[src/rtl/mac8_pkg.sv]
// Shared definitions for the MAC8 tile arithmetic blocks: default operand width,
// divider state encoding and a helper for sizing the iteration counter.
package mac8_pkg;

    localparam int DIV_WIDTH = 8;

    typedef enum logic {
        ST_IDLE = 1'b0,
        ST_CALC = 1'b1
    } divState_t;

    function automatic int divCntWidth(input int w);
        return $clog2(w + 1);
    endfunction

endpackage

[src/rtl/div_step.sv]
// One restoring-division stage: shift the next dividend bit into the partial
// remainder, trial-subtract the divisor and restore if the result went negative.
module div_step #(
    parameter int WIDTH = 8
) (
    input  logic [WIDTH-1:0] i_rem,
    input  logic             i_qMsb,
    input  logic [WIDTH-1:0] i_div,
    output logic [WIDTH-1:0] o_rem,
    output logic             o_qBit
);

    logic [WIDTH:0] w_shift;
    logic [WIDTH:0] w_diff;

    // The partial remainder is always below the divisor, so its shifted form
    // fits in WIDTH+1 bits and the kept remainder fits back into WIDTH bits.
    always_comb begin
        w_shift = {i_rem, i_qMsb};
        w_diff  = w_shift - {1'b0, i_div};
        o_qBit  = ~w_diff[WIDTH];
        o_rem   = w_diff[WIDTH] ? w_shift[WIDTH-1:0] : w_diff[WIDTH-1:0];
    end

endmodule

[src/rtl/seq_restoring_divider.sv]
// Iterative radix-2 restoring divider with a start/busy/done handshake,
// producing one quotient bit per clock for unsigned WIDTH-bit operands.
module seq_restoring_divider
    import mac8_pkg::*;
#(
    parameter int WIDTH = DIV_WIDTH
) (
    input  logic             clk,
    input  logic             rst_n,
    input  logic             start,
    input  logic [WIDTH-1:0] dividend,
    input  logic [WIDTH-1:0] divisor,
    output logic             busy,
    output logic             done,
    output logic [WIDTH-1:0] quotient,
    output logic [WIDTH-1:0] remainder,
    output logic             div_by_zero
);

    localparam int CNT_W = divCntWidth(WIDTH);

    divState_t        r_state;
    logic [CNT_W-1:0] r_cnt;
    logic [WIDTH-1:0] r_q;
    logic [WIDTH-1:0] r_d;
    logic [WIDTH-1:0] r_r;
    logic             r_zeroPend;

    logic [WIDTH-1:0] w_rem;
    logic             w_qBit;

    div_step #(.WIDTH(WIDTH)) u_step (
        .i_rem  (r_r),
        .i_qMsb (r_q[WIDTH-1]),
        .i_div  (r_d),
        .o_rem  (w_rem),
        .o_qBit (w_qBit)
    );

    // A zero divisor bypasses CALC: r_zeroPend issues the flagged result one
    // edge after the start was accepted, and blocks a new start on that edge.
    always_ff @(posedge clk or negedge rst_n) begin
        if (!rst_n) begin
            r_state     <= ST_IDLE;
            r_cnt       <= '0;
            r_q         <= '0;
            r_d         <= '0;
            r_r         <= '0;
            r_zeroPend  <= 1'b0;
            busy        <= 1'b0;
            done        <= 1'b0;
            quotient    <= '0;
            remainder   <= '0;
            div_by_zero <= 1'b0;
        end else begin
            done <= 1'b0;
            case (r_state)
                ST_IDLE: begin
                    if (r_zeroPend) begin
                        r_zeroPend  <= 1'b0;
                        done        <= 1'b1;
                        div_by_zero <= 1'b1;
                        quotient    <= '1;
                        remainder   <= r_q;
                    end else if (start) begin
                        r_q         <= dividend;
                        r_d         <= divisor;
                        r_r         <= '0;
                        r_cnt       <= CNT_W'(WIDTH);
                        div_by_zero <= 1'b0;
                        if (divisor != '0) begin
                            r_state <= ST_CALC;
                            busy    <= 1'b1;
                        end else begin
                            r_zeroPend <= 1'b1;
                        end
                    end
                end
                ST_CALC: begin
                    r_r   <= w_rem;
                    r_q   <= {r_q[WIDTH-2:0], w_qBit};
                    r_cnt <= r_cnt - CNT_W'(1);
                    if (r_cnt == CNT_W'(1)) begin
                        quotient  <= {r_q[WIDTH-2:0], w_qBit};
                        remainder <= w_rem;
                        done      <= 1'b1;
                        busy      <= 1'b0;
                        r_state   <= ST_IDLE;
                    end
                end
                default: r_state <= ST_IDLE;
            endcase
        end
    end

endmodule

[config.mk]
export PLATFORM = sky130hd
export DESIGN_NAME = seq_restoring_divider
export DESIGN_NICKNAME = d
export VERILOG_FILES = /design/src/rtl/mac8_pkg.sv /design/src/rtl/div_step.sv /design/src/rtl/seq_restoring_divider.sv
export SDC_FILE = /design/constraint.sdc
export NUM_CORES = 1
export LEC_CHECK = 0
export ABC_AREA = 1
export BUFFER_PORTS_ARGS = -buffer_cell sky130_fd_sc_hd__buf_2
export CELL_PAD_IN_SITES_DETAIL_PLACEMENT = 1
export CELL_PAD_IN_SITES_GLOBAL_PLACEMENT = 1
export CORE_UTILIZATION = 45
export DETAILED_ROUTE_END_ITERATION = 7
export PLACE_DENSITY = 0.89
export SLEW_MARGIN = 30
export SYNTH_ARGS = -nofsm -noshare
export SYNTH_HDL_FRONTEND = slang
export SYNTH_SLANG_ARGS = --single-unit
[constraint.sdc]
create_clock -name clk -period 2.7 [get_ports clk]
set_input_delay 0.27 -clock clk [delete_from_list [all_inputs] [get_ports clk]]
set_output_delay 0.27 -clock clk [all_outputs]
set_load 0.03 [all_outputs]
==> flow_summary.ini, run 1 <==
[global_route]
met2_usage_pct = 42.1
grt_overflow = 0
use_met3_pct = 5.00
use_met1_pct = 30.9
grtUsageTotal_pct = 25.0
grt_first_pass_wirelength_microns = 11500
grt_start_max_net_pins = 32
grt_pass1_vias = 2405
grt_antenna_before_repair = 0
busiest_layer = met2

[synthesis]
ys_ff_latch = 49
synth_edf_count = 0
yosysUniqueCellTypes = 34
synth-warning-count = 0
avgSynthCellArea_sq_um = 8.24
ys_top_cells_by_area = dfrtp_1, nand2_1, inv_1
yosysTopAreaCell = dfrtp_1
synth_area_sq_um = 2540
syn_inst = 309
syn_nets = 339
ys_seq_area_share_pct = 48.2
synth_top_area_share_pct = 48.2
synth_ff_type = dfrtp_1
async_reset_ff_share_pct = 100

[status]
violations = negative hold slack
status = finished with violations

[worst_setup_path]
cp-start-kind = flop
reg2reg_slack_ns = 0.53
arrival_ns = 2.39
critPathMostFrequentCell = nand2_2
worst-path-max-fanout = 7
cp.required_ns = 2.92
crit_chain = inv_1, ha_1, inv_1, fa_1, nand2_1, nand2_2, nand3_2, nand2_2, nand2_2, nand2_2, nand2_1, nand3_1, a21oi_1
cpPeakStageDelay_ns = 0.41
cp_slowest_cell = fa_1
endpoint_kind = flop
path_class = flop to flop

[route]
wl_per_cell_microns = 15.5
postRouteAntennaNets = 0
vias = 2240
drcViolationCount = 0
drt_iter0_markers = 71
routed_via_density = 5.28
wl_microns = 6570
drt_first_pass_iters = 4

[final_layout]
layout-drive-gt1-share_pct = 19.3
multi_input_area_sq_um = 1090
fillers = 704
nets = 381
final_cell_mix = nand2_1, dfrtp_1, inv_1
seqCellArea_sq_um = 1230
utilization_pct = 53.0
area_delta_synth_final_pct = 14.0
n_antenna_cell = 0
final_common_cell = nand2_1
final_cell_area_sq_um = 2900

[clock_network]
worstSkewPairLatency_ns = 0.31
hold_buffers = 0
clockRootBuffer = clkbuf_8
cts_max_path_buffers = 2
cts.sinks = 49
post_cts_buffers = 0
htree_levels = 2
cts_resized = 0
clk_pin_slew_ns = 0.09
cts_made_buffers = 5
cts_tree = done

[timing]
min_period_over_period_pct = 80.5
worstMarginPinSlew_ns = 0.707
slew_violations = 0
finalSetupTns_ns = 0
finClkSkew_ns = 0.00579
fin_crit_ns = 2.17
fmax_mhz = 460
setup_viol = 0
holdWs_ns = -0.00228
rsz0062_at_grt = false
hold_viol = 2
relSlewSlack_pct = 52.9

[floorplan]
rows = 27
core_area_sq_um = 5470
io_pins = 38
die_w_microns = 77.2
start_util_pct = 46.5
die_h_microns = 77.2
dieArea_sq_um = 5960

[job]
drv_cap = 0

[place]
port_buffers = 37
dp_hpwl_microns = 5000
postPlaceCellArea_sq_um = 2810
gp_congestion = 0.822

[hold_path]
hp-class = input port to async pin
[state kept, by name (all words and copies together), names as in the netlist]
name,flops
r_cnt,4
remainder,8
r_zeroPend,1
done,1
r_state,1
r_q,8
busy,1
r_d,8
div_by_zero,1
quotient,8
r_r,8
[cell type report]
cell class	count	share of cell area (%)
well taps	72	3.11
clock buffers	6	2.50
flip-flops and latches	49	42.3
clock inverters	2	0.475
inverters	51	6.73
repair buffers	41	7.42
multi-input cells	203	37.5
[critical path, delay by kind of cell (launching register included)]
kind / cells / cell delay [ns]
AND/OR/NAND/NOR: 8 / 0.74
buffers and inverters: 2 / 0.16
flip-flops: 1 / 0.39
AO/OA/AOI/OAI: 1 / 0.22
adder cells (fa/ha/maj): 2 / 0.56
[path summary, 6_finish.rpt]
check                      startpoint            to  depth (start not counted)
max                            r_q[7]  remainder[3]                         13
min                             rst_n      r_cnt[2]                          1
max reg2reg                    r_q[7]  remainder[3]                         13
min reg2reg                      busy          busy                          2
max in group asynchronous       rst_n   quotient[0]                          2
min in group clk           divisor[1]        r_d[1]                          3
[logic make-up (layout without fill, tap and decap cells)]
logic type	Yosys count	after routing	share of synthesized area, %
buffers and inverters	57	100	9.10
xor gates and xnor gates	3	3	1.03
adders and majority gates	11	11	5.70
DFF	49	49	48.2
and+or+nand+nor	132	132	23.0
AOI/OAI and AO/OA	57	57	13.0
[per-stage QoR]
step	instances	setup WS [ns]
3_5_place_dp	416	0.565
5_1_grt	424	0.392
2_1_floorplan	309	0.844
3_3_place_gp	416	0.699
6_report	424	0.527
4_1_cts	424	0.532
[Yosys cell counts (all sizes together) (2+ instances only)]
cell,number
nand3,14
o21ai,24
o221ai,3
dfrtp,49
ha,10
clkbuf,2
a21oi,21
nand2,75
o22ai,5
a221oi,2
xnor2,2
nor2,37
nand3b,2
nand4,2
buf,4
inv,50
[metal layers]
metal  routed length (microns)  vias up
met5                         0        -
met4                       217        0
met3                       192       20
met2                      3320       43
met1                      2840     1108
li1                          -     1069
Power of run 1 is left out: the tool's default activity adds up to more than one toggle a clock period on the data nets, which glitch-free logic cannot reach.
==> run 2, diff against run 1 <==
CORE_UTILIZATION = 42   (was 45)
PLACE_DENSITY = 0.84   (was 0.89)
clock period = 2 ns   (was 2.7 ns; I/O delays follow)
==> run 2 against run 1 <==
Via count grew 2.5%. Utilization grew 1.9 points. Worst hold slack lost 0.029 ns. The flow finishes with violations (negative hold slack, negative setup slack). Die area is 7.0% higher. Count of clock-buffer cells in the layout unchanged. Critical path depth stayed put. Sequential share of layout area down 2.9 points. Final cell count is 1.9% higher.
==> flow_summary.ini, run 2 (synthesis results as in run 1) <==
[hold_path]
hp-class = input port to async pin

[worst_setup_path]
worst-path-max-fanout = 5
cp-start-kind = flop
endpoint_kind = flop
cp_slowest_cell = dfrtp_1
r2r_cells = 13
path_class = flop to flop
cp_top_family = simple AND/OR/NAND/NOR gates
crit_chain = inv_2, ha_4, inv_4, fa_2, nand2_1, nand2_2, nand3_4, nand2_4, nand2_4, nand2_8, nand2_1, nand3_1, a21oi_2
cp.required_ns = 2.25
crit_cells = 13
cpPeakStageDelay_ns = 0.40
arrival_ns = 2.30
crit_buf_inv = 2
reg2reg_slack_ns = -0.05

[timing]
worstMarginPinSlew_ns = 0.648
min_period_over_period_pct = 103
finClkSkew_ns = 0.0110
slew_violations = 0
holdWs_ns = -0.0308
hold_viol = 31
fmax_mhz = 487
relSlewSlack_pct = 56.8
setup_viol = 4
fin_crit_ns = 2.05
fin_ws_ns = -0.0526
rsz0062_at_grt = true
finalSetupTns_ns = -0.0923

[route]
vias = 2296
postRouteAntennaNets = 0
wl_per_cell_microns = 17.3
routed_via_density = 5.31
wl_microns = 7480
drt_first_pass_iters = 4
drt_iter0_markers = 124
drcViolationCount = 0

[clock_network]
worstSkewPairLatency_ns = 0.32
cts_made_buffers = 5
cts_tree = done
cts_max_path_buffers = 2
clockRootBuffer = clkbuf_8
cts.sinks = 49
clk_pin_slew_ns = 0.10
htree_levels = 2
hold_buffers = 0

[place]
dp_hpwl_microns = 4950
port_buffers = 37
dp.cells = 418
gp_congestion = 0.840

[status]
status = finished with violations
violations = negative hold slack, negative setup slack

[final_layout]
nets = 389
n_antenna_cell = 0
final_cells = 432
multi_input_area_sq_um = 1250
fillers = 700
seqCellArea_sq_um = 1230
final_cell_mix = nand2_1, dfrtp_1, inv_1
final_common_cell = nand2_1
area_delta_synth_final_pct = 22.4
layout-drive-gt1-share_pct = 27.5

[job]
drv_cap = 0

[floorplan]
die_h_microns = 79.8
die_w_microns = 79.8
start_util_pct = 44.8
core_area_sq_um = 5680
dieArea_sq_um = 6370
rows = 27
io_pins = 38

[global_route]
grt_first_pass_wirelength_microns = 11500
grt_start_max_net_pins = 50
grt_antenna_before_repair = 0
grt_overflow = 0
grtUsageTotal_pct = 23.9
grt_pass1_vias = 2375
run 2: cell types whose count changed in the layout (fill, tap and decap cells not counted), moves of 2 or more:
| cell | previous run | this run |
|---|---|---|
| nand3_4 | 0 | 3 |
| inv_1 | 48 | 46 |
| nand2_1 | 66 | 60 |
| nand3_2 | 1 | 5 |
| a21oi_1 | 19 | 14 |
| nand2_4 | 1 | 6 |
| a21oi_2 | 1 | 6 |
| buf_4 | 4 | 11 |
| nand3_1 | 13 | 6 |
run 2: final timing paths:
check	from	endpoint
worst max-delay path	r_q[7]	remainder[4]
worst min-delay path	rst_n	remainder[4]
worst max register to register	r_q[7]	remainder[4]
worst min register to register	busy	busy
max in group asynchronous	rst_n	r_cnt[1]
min in group clk	dividend[3]	r_q[3]
run 2: timing repair:
item | 4_1_cts | 5_1_grt
setup endpoints to repair | 13 | 17
pin swaps | 1 | 17
resized for setup | 7 | 30
gates cloned | 1 | 0
endpoints found under the hold margin | 0 | 0
buffers inserted | 1 | 4
run 2: area by class of cell:
| type | count | area share, % |
|---|---|---|
| repair buffers | 48 | 8.59 |
| flip-flops and latches | 49 | 39.4 |
| multi-input cells | 204 | 40.0 |
| clock inverters | 2 | 0.442 |
| inverters | 51 | 6.35 |
| well taps | 72 | 2.89 |
| clock buffers | 6 | 2.33 |
run 2: through the flow:
step | setup WS (ns) | utilization [%] | cell area [sq um]
floorplan | 0.144 | - | 2540
global placement | 0.0450 | 49.8 | 2830
detailed placement | -0.0302 | 49.8 | 2830
CTS | 0.00366 | 52.1 | 2960
global route | -0.132 | 54.9 | 3120
finish | -0.0526 | 54.9 | 3120
run 2: metal layers:
layer / vias to the layer above / track usage [%] / routed length, microns
li1: 1081 / - / -
met1: 1159 / 30.5 / 3190
met2: 40 / 40.3 / 3920
met3: 16 / 4.69 / 187
met4: 0 / 8.21 / 186
met5: - / 0 / 0
run 2: worst reg2reg max path, cell delays in order (launching register included):
cell and delay, ns:
dfrtp_1 0.40, inv_2 0.08, ha_4 0.13, inv_4 0.04
fa_2 0.38, nand2_1 0.09, nand2_2 0.09, nand3_4 0.11
nand2_4 0.08, nand2_4 0.13, nand2_8 0.08, nand2_1 0.08
nand3_1 0.12, a21oi_2 0.18
Power of run 2 is left out for the same reason.
